<file path="src/rtl/prog_mem.sv">
// prog_mem: DEPTH x DATA_W program memory for the DAPA2014 core.
// Registered-read fetch port plus a handshaked run-time load port.
// Optional boot image written after reset: define PROG_MEM_BOOT_EN.
module prog_mem #(
    parameter int unsigned DATA_W = 16,
    parameter int unsigned ADDR_W = 8,
    parameter int unsigned DEPTH  = 2**ADDR_W
) (
    input  logic              clk,
    input  logic              reset_n,
    input  logic              rd_en,
    input  logic [ADDR_W-1:0] addr,
    output logic [DATA_W-1:0] data,
    output logic              data_valid,
    output logic              busy,
    input  logic              ld_start,
    input  logic [ADDR_W-1:0] ld_base,
    input  logic              ld_valid,
    input  logic [DATA_W-1:0] ld_word,
    input  logic              ld_last,
    output logic              ld_ready,
    output logic              ld_done,
    output logic [ADDR_W:0]   ld_count,
    output logic              ld_overflow
);

    localparam int unsigned       CNT_W   = ADDR_W + 1;
    localparam logic [CNT_W-1:0]  DEPTH_V = CNT_W'(DEPTH);
    localparam logic [CNT_W-1:0]  CNT_MAX = CNT_W'(2**ADDR_W);
    localparam logic [ADDR_W-1:0] LAST_A  = ADDR_W'(DEPTH - 1);

    // Elaboration-time parameter sanity
    if (DEPTH < 1 || DEPTH > 2**ADDR_W) begin : g_bad_depth
        $error("prog_mem: DEPTH must lie in 1..2**ADDR_W");
    end

`ifdef PROG_MEM_BOOT_EN
    if (DATA_W < 16) begin : g_bad_width
        $error("prog_mem: DATA_W below 16 cannot hold the boot image");
    end

    typedef enum logic [1:0] {S_IDLE = 2'd0, S_LOAD = 2'd1, S_INIT = 2'd2} state_t;
    localparam state_t RST_STATE = S_INIT;
    localparam logic [CNT_W-1:0] INIT_LAST = CNT_W'(DEPTH - 1);

    // Boot program: LDI R0,$AA / STS $80,R0 / LDS R1,$83 / STS $81,R1 / STOP
    function automatic logic [DATA_W-1:0] boot_word(input logic [CNT_W-1:0] idx);
        logic [15:0] w;
        case (idx)
            CNT_W'(0): w = 16'hF8AA;
            CNT_W'(1): w = 16'h1080;
            CNT_W'(2): w = 16'h1983;
            CNT_W'(3): w = 16'h1181;
            CNT_W'(4): w = 16'hB800;
            default:   w = 16'h0000;
        endcase
        return DATA_W'(w);
    endfunction

    logic [CNT_W-1:0] init_cnt;
`else
    typedef enum logic [1:0] {S_IDLE = 2'd0, S_LOAD = 2'd1} state_t;
    localparam state_t RST_STATE = S_IDLE;
`endif

    state_t              state;
    state_t              state_nxt;
    logic [DATA_W-1:0]   mem [DEPTH];
    logic [ADDR_W-1:0]   wr_ptr;
    logic [ADDR_W-1:0]   base_mod;
    logic                rd_fire;
    logic                ld_go;
    logic                ld_acc;
    logic                rd_hit;
    logic [DATA_W-1:0]   rd_word;
    logic                mem_we;
    logic [ADDR_W-1:0]   mem_wa;
    logic [DATA_W-1:0]   mem_wd;

    assign rd_fire  = (state == S_IDLE) && rd_en;
    assign ld_go    = (state == S_IDLE) && ld_start;
    assign ld_acc   = (state == S_LOAD) && ld_valid;
    assign base_mod = ADDR_W'({1'b0, ld_base} % DEPTH_V);
    assign rd_hit   = {1'b0, addr} < DEPTH_V;
    assign rd_word  = rd_hit ? mem[addr] : '0;

    // State register
    always_ff @(posedge clk or negedge reset_n) begin
        if (!reset_n) begin
            state <= RST_STATE;
        end else begin
            state <= state_nxt;
        end
    end

    // Next-state logic
    always_comb begin
        state_nxt = state;
        case (state)
            S_IDLE: if (ld_start) state_nxt = S_LOAD;
            S_LOAD: if (ld_valid && ld_last) state_nxt = S_IDLE;
`ifdef PROG_MEM_BOOT_EN
            S_INIT: if (init_cnt == INIT_LAST) state_nxt = S_IDLE;
`endif
            default: state_nxt = S_IDLE;
        endcase
    end

    // State-decoded outputs
    always_comb begin
        busy     = 1'b0;
        ld_ready = 1'b0;
        case (state)
            S_LOAD: begin
                busy     = 1'b1;
                ld_ready = 1'b1;
            end
`ifdef PROG_MEM_BOOT_EN
            S_INIT: busy = 1'b1;
`endif
            default: ;
        endcase
    end

    // Write port select: boot sequencer during INIT, loader otherwise
    always_comb begin
        mem_we = ld_acc;
        mem_wa = wr_ptr;
        mem_wd = ld_word;
`ifdef PROG_MEM_BOOT_EN
        if (state == S_INIT) begin
            mem_we = 1'b1;
            mem_wa = ADDR_W'(init_cnt);
            mem_wd = boot_word(init_cnt);
        end
`endif
    end

    // Storage array; contents survive reset
    always_ff @(posedge clk) begin
        if (mem_we) begin
            mem[mem_wa] <= mem_wd;
        end
    end

`ifdef PROG_MEM_BOOT_EN
    // Boot image address counter
    always_ff @(posedge clk or negedge reset_n) begin
        if (!reset_n) begin
            init_cnt <= '0;
        end else if (state == S_INIT) begin
            init_cnt <= init_cnt + CNT_W'(1);
        end
    end
`endif

    // Fetch port: one-cycle registered read, data held when idle
    always_ff @(posedge clk or negedge reset_n) begin
        if (!reset_n) begin
            data       <= '0;
            data_valid <= 1'b0;
        end else begin
            data_valid <= rd_fire;
            if (rd_fire) begin
                data <= rd_word;
            end
        end
    end

    // Loader bookkeeping: wrapping write pointer, saturating count, sticky overflow
    always_ff @(posedge clk or negedge reset_n) begin
        if (!reset_n) begin
            wr_ptr      <= '0;
            ld_count    <= '0;
            ld_overflow <= 1'b0;
            ld_done     <= 1'b0;
        end else begin
            ld_done <= ld_acc && ld_last;
            if (ld_go) begin
                wr_ptr      <= base_mod;
                ld_count    <= '0;
                ld_overflow <= 1'b0;
            end else if (ld_acc) begin
                wr_ptr <= (wr_ptr == LAST_A) ? '0 : wr_ptr + ADDR_W'(1);
                if (ld_count != CNT_MAX) begin
                    ld_count <= ld_count + CNT_W'(1);
                end
                if (ld_count >= DEPTH_V) begin
                    ld_overflow <= 1'b1;
                end
            end
        end
    end

endmodule

</file>
<file path="config.mk">
export PLATFORM = sky130hd
export DESIGN_NAME = prog_mem
export DESIGN_NICKNAME = d
export VERILOG_FILES = /design/src/rtl/prog_mem.sv
export SDC_FILE = /design/constraint.sdc
export NUM_CORES = 2
export LEC_CHECK = 0
export ABC_AREA = 0
export CAP_MARGIN = 20
export CORE_MARGIN = 5
export CORE_UTILIZATION = 30
export DETAILED_ROUTE_END_ITERATION = 8
export PLACE_DENSITY = 0.46
export SLEW_MARGIN = 15
export SYNTH_ARGS = -nofsm -noshare
export SYNTH_HDL_FRONTEND = slang
export SYNTH_SLANG_ARGS = --single-unit
</file>
<file path="constraint.sdc">
create_clock -name clk -period 3.1 [get_ports clk]
set_input_delay 0.62 -clock clk [delete_from_list [all_inputs] [get_ports clk]]
set_output_delay 0.62 -clock clk [all_outputs]
set_load 0.1 [all_outputs]
</file>
==> reports/qor.json <==
{
  "root_buffer": "sky130_fd_sc_hd__clkbuf_16",
  "min-delay-start": "ld_word[2]",
  "period_share_pct": 101.5,
  "place.gp.congestion": 0.8439,
  "cap_violations": 0,
  "synth_fp_nets": 7643,
  "post_drt_wl_per_cell_um": 30.96,
  "rr_endpoint": "data[0]",
  "footprint_of_the_flip_flops_and_latches_um2": 123900,
  "route.met3.wl_mm": 28.39,
  "hold_path.class": "primary input to register",
  "critPathRequiredTime_ns": 3.90,
  "cell_chain_of_the_critical_path": "buf_16 -> buf_12 -> buf_12 -> buf_4 -> buf_4 -> buf_4 -> mux2i_1 -> o22ai_1 -> a2111oi_0 -> buf_4 -> a21oi_1 -> nand3_1 -> o31ai_1",
  "antenna_found_initial": 36,
  "post_synth_xor_area_fraction_pct": 0.02748,
  "detailedRoute.firstIterationViolations": 8635,
  "worst-endpoint-arrival_ns": 3.95,
  "synth_cells": 7599,
  "min_to": "mem[69][2]",
  "failing_checks": "setup timing",
  "number_of_distinct_standard_cells_referenced_by_the_synthesized_netlist": 69,
  "irDropWorstVdd_uv": 484.8,
  "cts_tree": "done",
  "synth_compound_area_share_pct": 3.694,
  "first_global_vias": 85276,
  "power_switching_share_pct": 23.41,
  "endpoint_kind": "register",
  "finalWorstPathRequiredPeriod_ns": 3.145,
  "layout_common_cells": "4096 x sky130_fd_sc_hd__edfxtp_1, 938 x sky130_fd_sc_hd__buf_4, 760 x sky130_fd_sc_hd__mux4_2",
  "post_route_cells_drive_above_1_share_pct": 31.08,
  "top_cells_by_area_synth": "sky130_fd_sc_hd__edfxtp_1 77%, sky130_fd_sc_hd__mux4_2 11%, sky130_fd_sc_hd__mux2i_1 3.9%",
  "startpoint_type": "primary input",
  "ys_dominant_reg_cell": "sky130_fd_sc_hd__edfxtp_1",
  "cell_with_the_largest_stage_delay_on_the_worst_path": "sky130_fd_sc_hd__o31ai_1",
  "worst_hold_path.num_cells": 1,
  "unrepaired_setup_endpoints_after_global_routing": "false",
  "finalCoreUtilization_pct": 37.03,
  "cts-buffers-inserted": 444,
  "initial_core_util_pct": 30.12,
  "regToRegStartpoint": "mem[71][0]",
  "uppermost_layer_routed": "met5",
  "global_route_wire_length_before_repair_mm": 703.5,
  "pin_count_of_the_biggest_net_entering_global_routing": 102,
  "grt.total_usage_pct": 18.08,
  "synth_top_cell_area_share_pct": 77.18,
  "synthAdderAreaFrac_pct": 0.04711,
  "setup_tns_ns": -0.04504,
  "synthArstFlopShare_pct": 0.8952,
  "reg2reg_depth": 9,
  "yosys_register_bits": 4133,
  "max_slew_margin_pct": 25.33,
  "synthDominantAreaCellType": "sky130_fd_sc_hd__edfxtp_1",
  "slowest_stage_delay_cp_ns": 0.71,
  "met1Wirelength_mm": 224.5,
  "ys_seq_area_share_pct": 77.76,
  "synth_top_family_by_area": "multiplexers",
  "clock_power_share_pct": 42.1,
  "rows": 267,
  "floorplan.core_area_um2": 529200,
  "crit_path_max_delay_family": "compound AO/OA/AOI/OAI gates",
  "area_growth_pct": 22.97,
  "detail_route.vias_per_cell": 5.106,
  "h-tree-depth": 5,
  "grt_overflow": 0,
  "reg2reg_slack_ns": 0.16,
  "synthSimpleGateAreaFrac_pct": 2.077,
  "boundaryPins": 68,
  "placement.cell_area_um2": 181500,
  "buffers_from_clock_root_to_sink_at_most": 4,
  "detail_route.drc_violations": 0,
  "final_antenna_net_count": 0,
  "num-nets-final": 9028,
  "p_sw_w": 0.02905,
  "dp_hpwl_mm": 333.9,
  "combinationalPowerShare_pct": 7.6,
  "cts.clk_slew.worst_paths_ns": 0.06,
  "die_height_um": 738.9,
  "hold_viol": 0,
  "drtPass1Iterations": 5,
  "path_buf_inv": 7,
  "synth_edf_count": 4096,
  "power_frac_seq_pct": 50.2,
  "synth_area_um2": 159400,
  "finalSetupViolations": 1,
  "synthesis.yosys.warnings": 0,
  "tightest_slew_ns": 1.120,
  "most_frequent_standard_cell_in_the_layout_excluding_fill_and_tap_cells": "sky130_fd_sc_hd__edfxtp_1",
  "clock_latency_reported_for_the_late_side_of_the_worst_skew_pair_ns": 1.06,
  "fp.dieArea_um2": 545900,
  "cts_num_sinks": 4133,
  "port-buffer-count": 67,
  "die_width_um": 738.9,
  "critical_path_peak_fanout": 24,
  "cellLeakagePower_nw": 63.68,
  "cell_with_the_most_instances_on_the_worst_path": "sky130_fd_sc_hd__buf_4",
  "combined_area_of_the_multi_input_logic_cells_um2": 33020,
  "via_count": 83560,
  "clock_skew_ns": 0.08079,
  "postSynthAreaPerCell_um2": 20.97,
  "detailedPlace.worstSlack_ns": -0.9953,
  "routed-wl-met2_mm": 239.3,
  "status": "complete, but fails checks",
  "post-route-cell-area_um2": 196000,
  "fillerInstances": 48457,
  "muxShareOfSynthArea_pct": 14.62,
  "postCtsSetupRepairBufs": 0,
  "setup.worst_path.class": "primary input to register",
  "internal-power_w": 0.09507,
  "p_per_area_nw_per_um2": 633.4,
  "post-route-worst-setup-slack_ns": -0.04504,
  "slew_viol_final": 0,
  "wl_mm": 506.7,
  "max_freq_mhz": 318.0
}
## power by group through the flow
stage / Sequential [W] / Clock [W] / Combinational, W
global placement: 0.0635 / 0 / 0.00952
detailed placement: 0.0635 / 0 / 0.00959
CTS: 0.0623 / 0.0534 / 0.00963
global route: 0.0623 / 0.0558 / 0.00990
finish: 0.0624 / 0.0523 / 0.00950
floorplan: 0.0639 / 0 / 0.00346
## worst max path at each step
stage / cells after the start / slack, ns / from / to
floorplan: 6 / -0.15 / state[0] / mem[83][0]
global placement: 10 / -1.11 / addr[0] / data[5]
detailed placement: 12 / -1.0 / addr[1] / data[12]
CTS: 1 / 0.005 / data[2] / data[2]
global route: 13 / 0.009 / addr[0] / data[11]
finish: 13 / -0.05 / addr[0] / data[11]
## timing repair
action                                  CTS  global route
gates resized for setup                   1             2
hold buffers                              8             0
hold endpoints to repair                144             0
endpoints found under the setup margin    1             2
cloned                                    0             0
## routing by layer
metal  up-vias  global-route usage (%)
li1      34740                       -
met1     45605                   25.84
met2      2605                   29.11
met3       606                   2.345
met4         4                   4.858
met5         -                       0
## cell usage after synthesis (all sizes together), types with 3 or more instances
master / number
nor4b: 5
nor2: 318
nor3b: 3
a221o: 10
and2: 5
a211oi: 79
a22oi: 88
inv: 7
a31oi: 12
nor4: 11
and4: 6
o22ai: 205
a221oi: 10
dfrtp: 37
or3: 8
a21oi: 123
nor3: 26
o221ai: 125
a32oi: 5
o2111ai: 3
and3: 11
o31ai: 6
buf: 291
nand2b: 7
nor2b: 10
nand3b: 9
edfxtp: 4096
nand3: 60
clkbuf: 166
ha: 6
xor2: 5
mux4: 760
nand4: 24
nand2: 232
o21ai: 118
a2111oi: 29
mux2: 4
or2: 8
o41a: 4
or3b: 7
a22o: 6
a211o: 18
mux2i: 613
o211ai: 4
## cells by family (layout without fill, tap and decap cells)
logic type / Yosys count / after routing
buf+inv: 465 / 2232
flops: 4133 / 4133
mux: 1377 / 1377
xor+xnor: 5 / 5
compound gates: 859 / 859
simple gates: 754 / 754
other cells: 0 / 6
fa+ha+maj: 6 / 6
## layout make-up
class                           count  share of cell area (%)
Sequential cell                  4133                   63.23
Multi-Input combinational cell   3001                   16.85
Timing Repair Buffer             1396                   8.101
Inverter                            8                 0.01915
Tap cell                         6994                   4.465
Clock inverter                    273                   1.320
Clock buffer                      555                   6.002
Antenna cell                        6                0.007661
## registers in the layout (all words and copies together) (netlist names)
register	count
data	16
mem_wa	8
ld_overflow	1
state	1
data_valid	1
ld_done	1
mem	4096
ld_count	9
## worst reg2reg max path, delay by kind of cell, from the launching register on
family                 cells  cell delay [ns]
AOI/OAI and AO/OA          3             1.17
muxes                      1             0.49
and+or+nand+nor            3             0.45
DFF                        1             0.36
buffers and inverters      2             0.36
## per-stage QoR
step / total power, W / instances / hold WS [ns]
finish: 0.1241 / 16366 / 0.07944
global route: 0.1281 / 16361 / 0.03259
CTS: 0.1254 / 16360 / 0.009385
detailed placement: 0.07310 / 15524 / 0.5045
global placement: 0.07302 / 15523 / 0.5098
floorplan: 0.06733 / 7599 / 0.3244
Power figures use the tool's default switching activity.
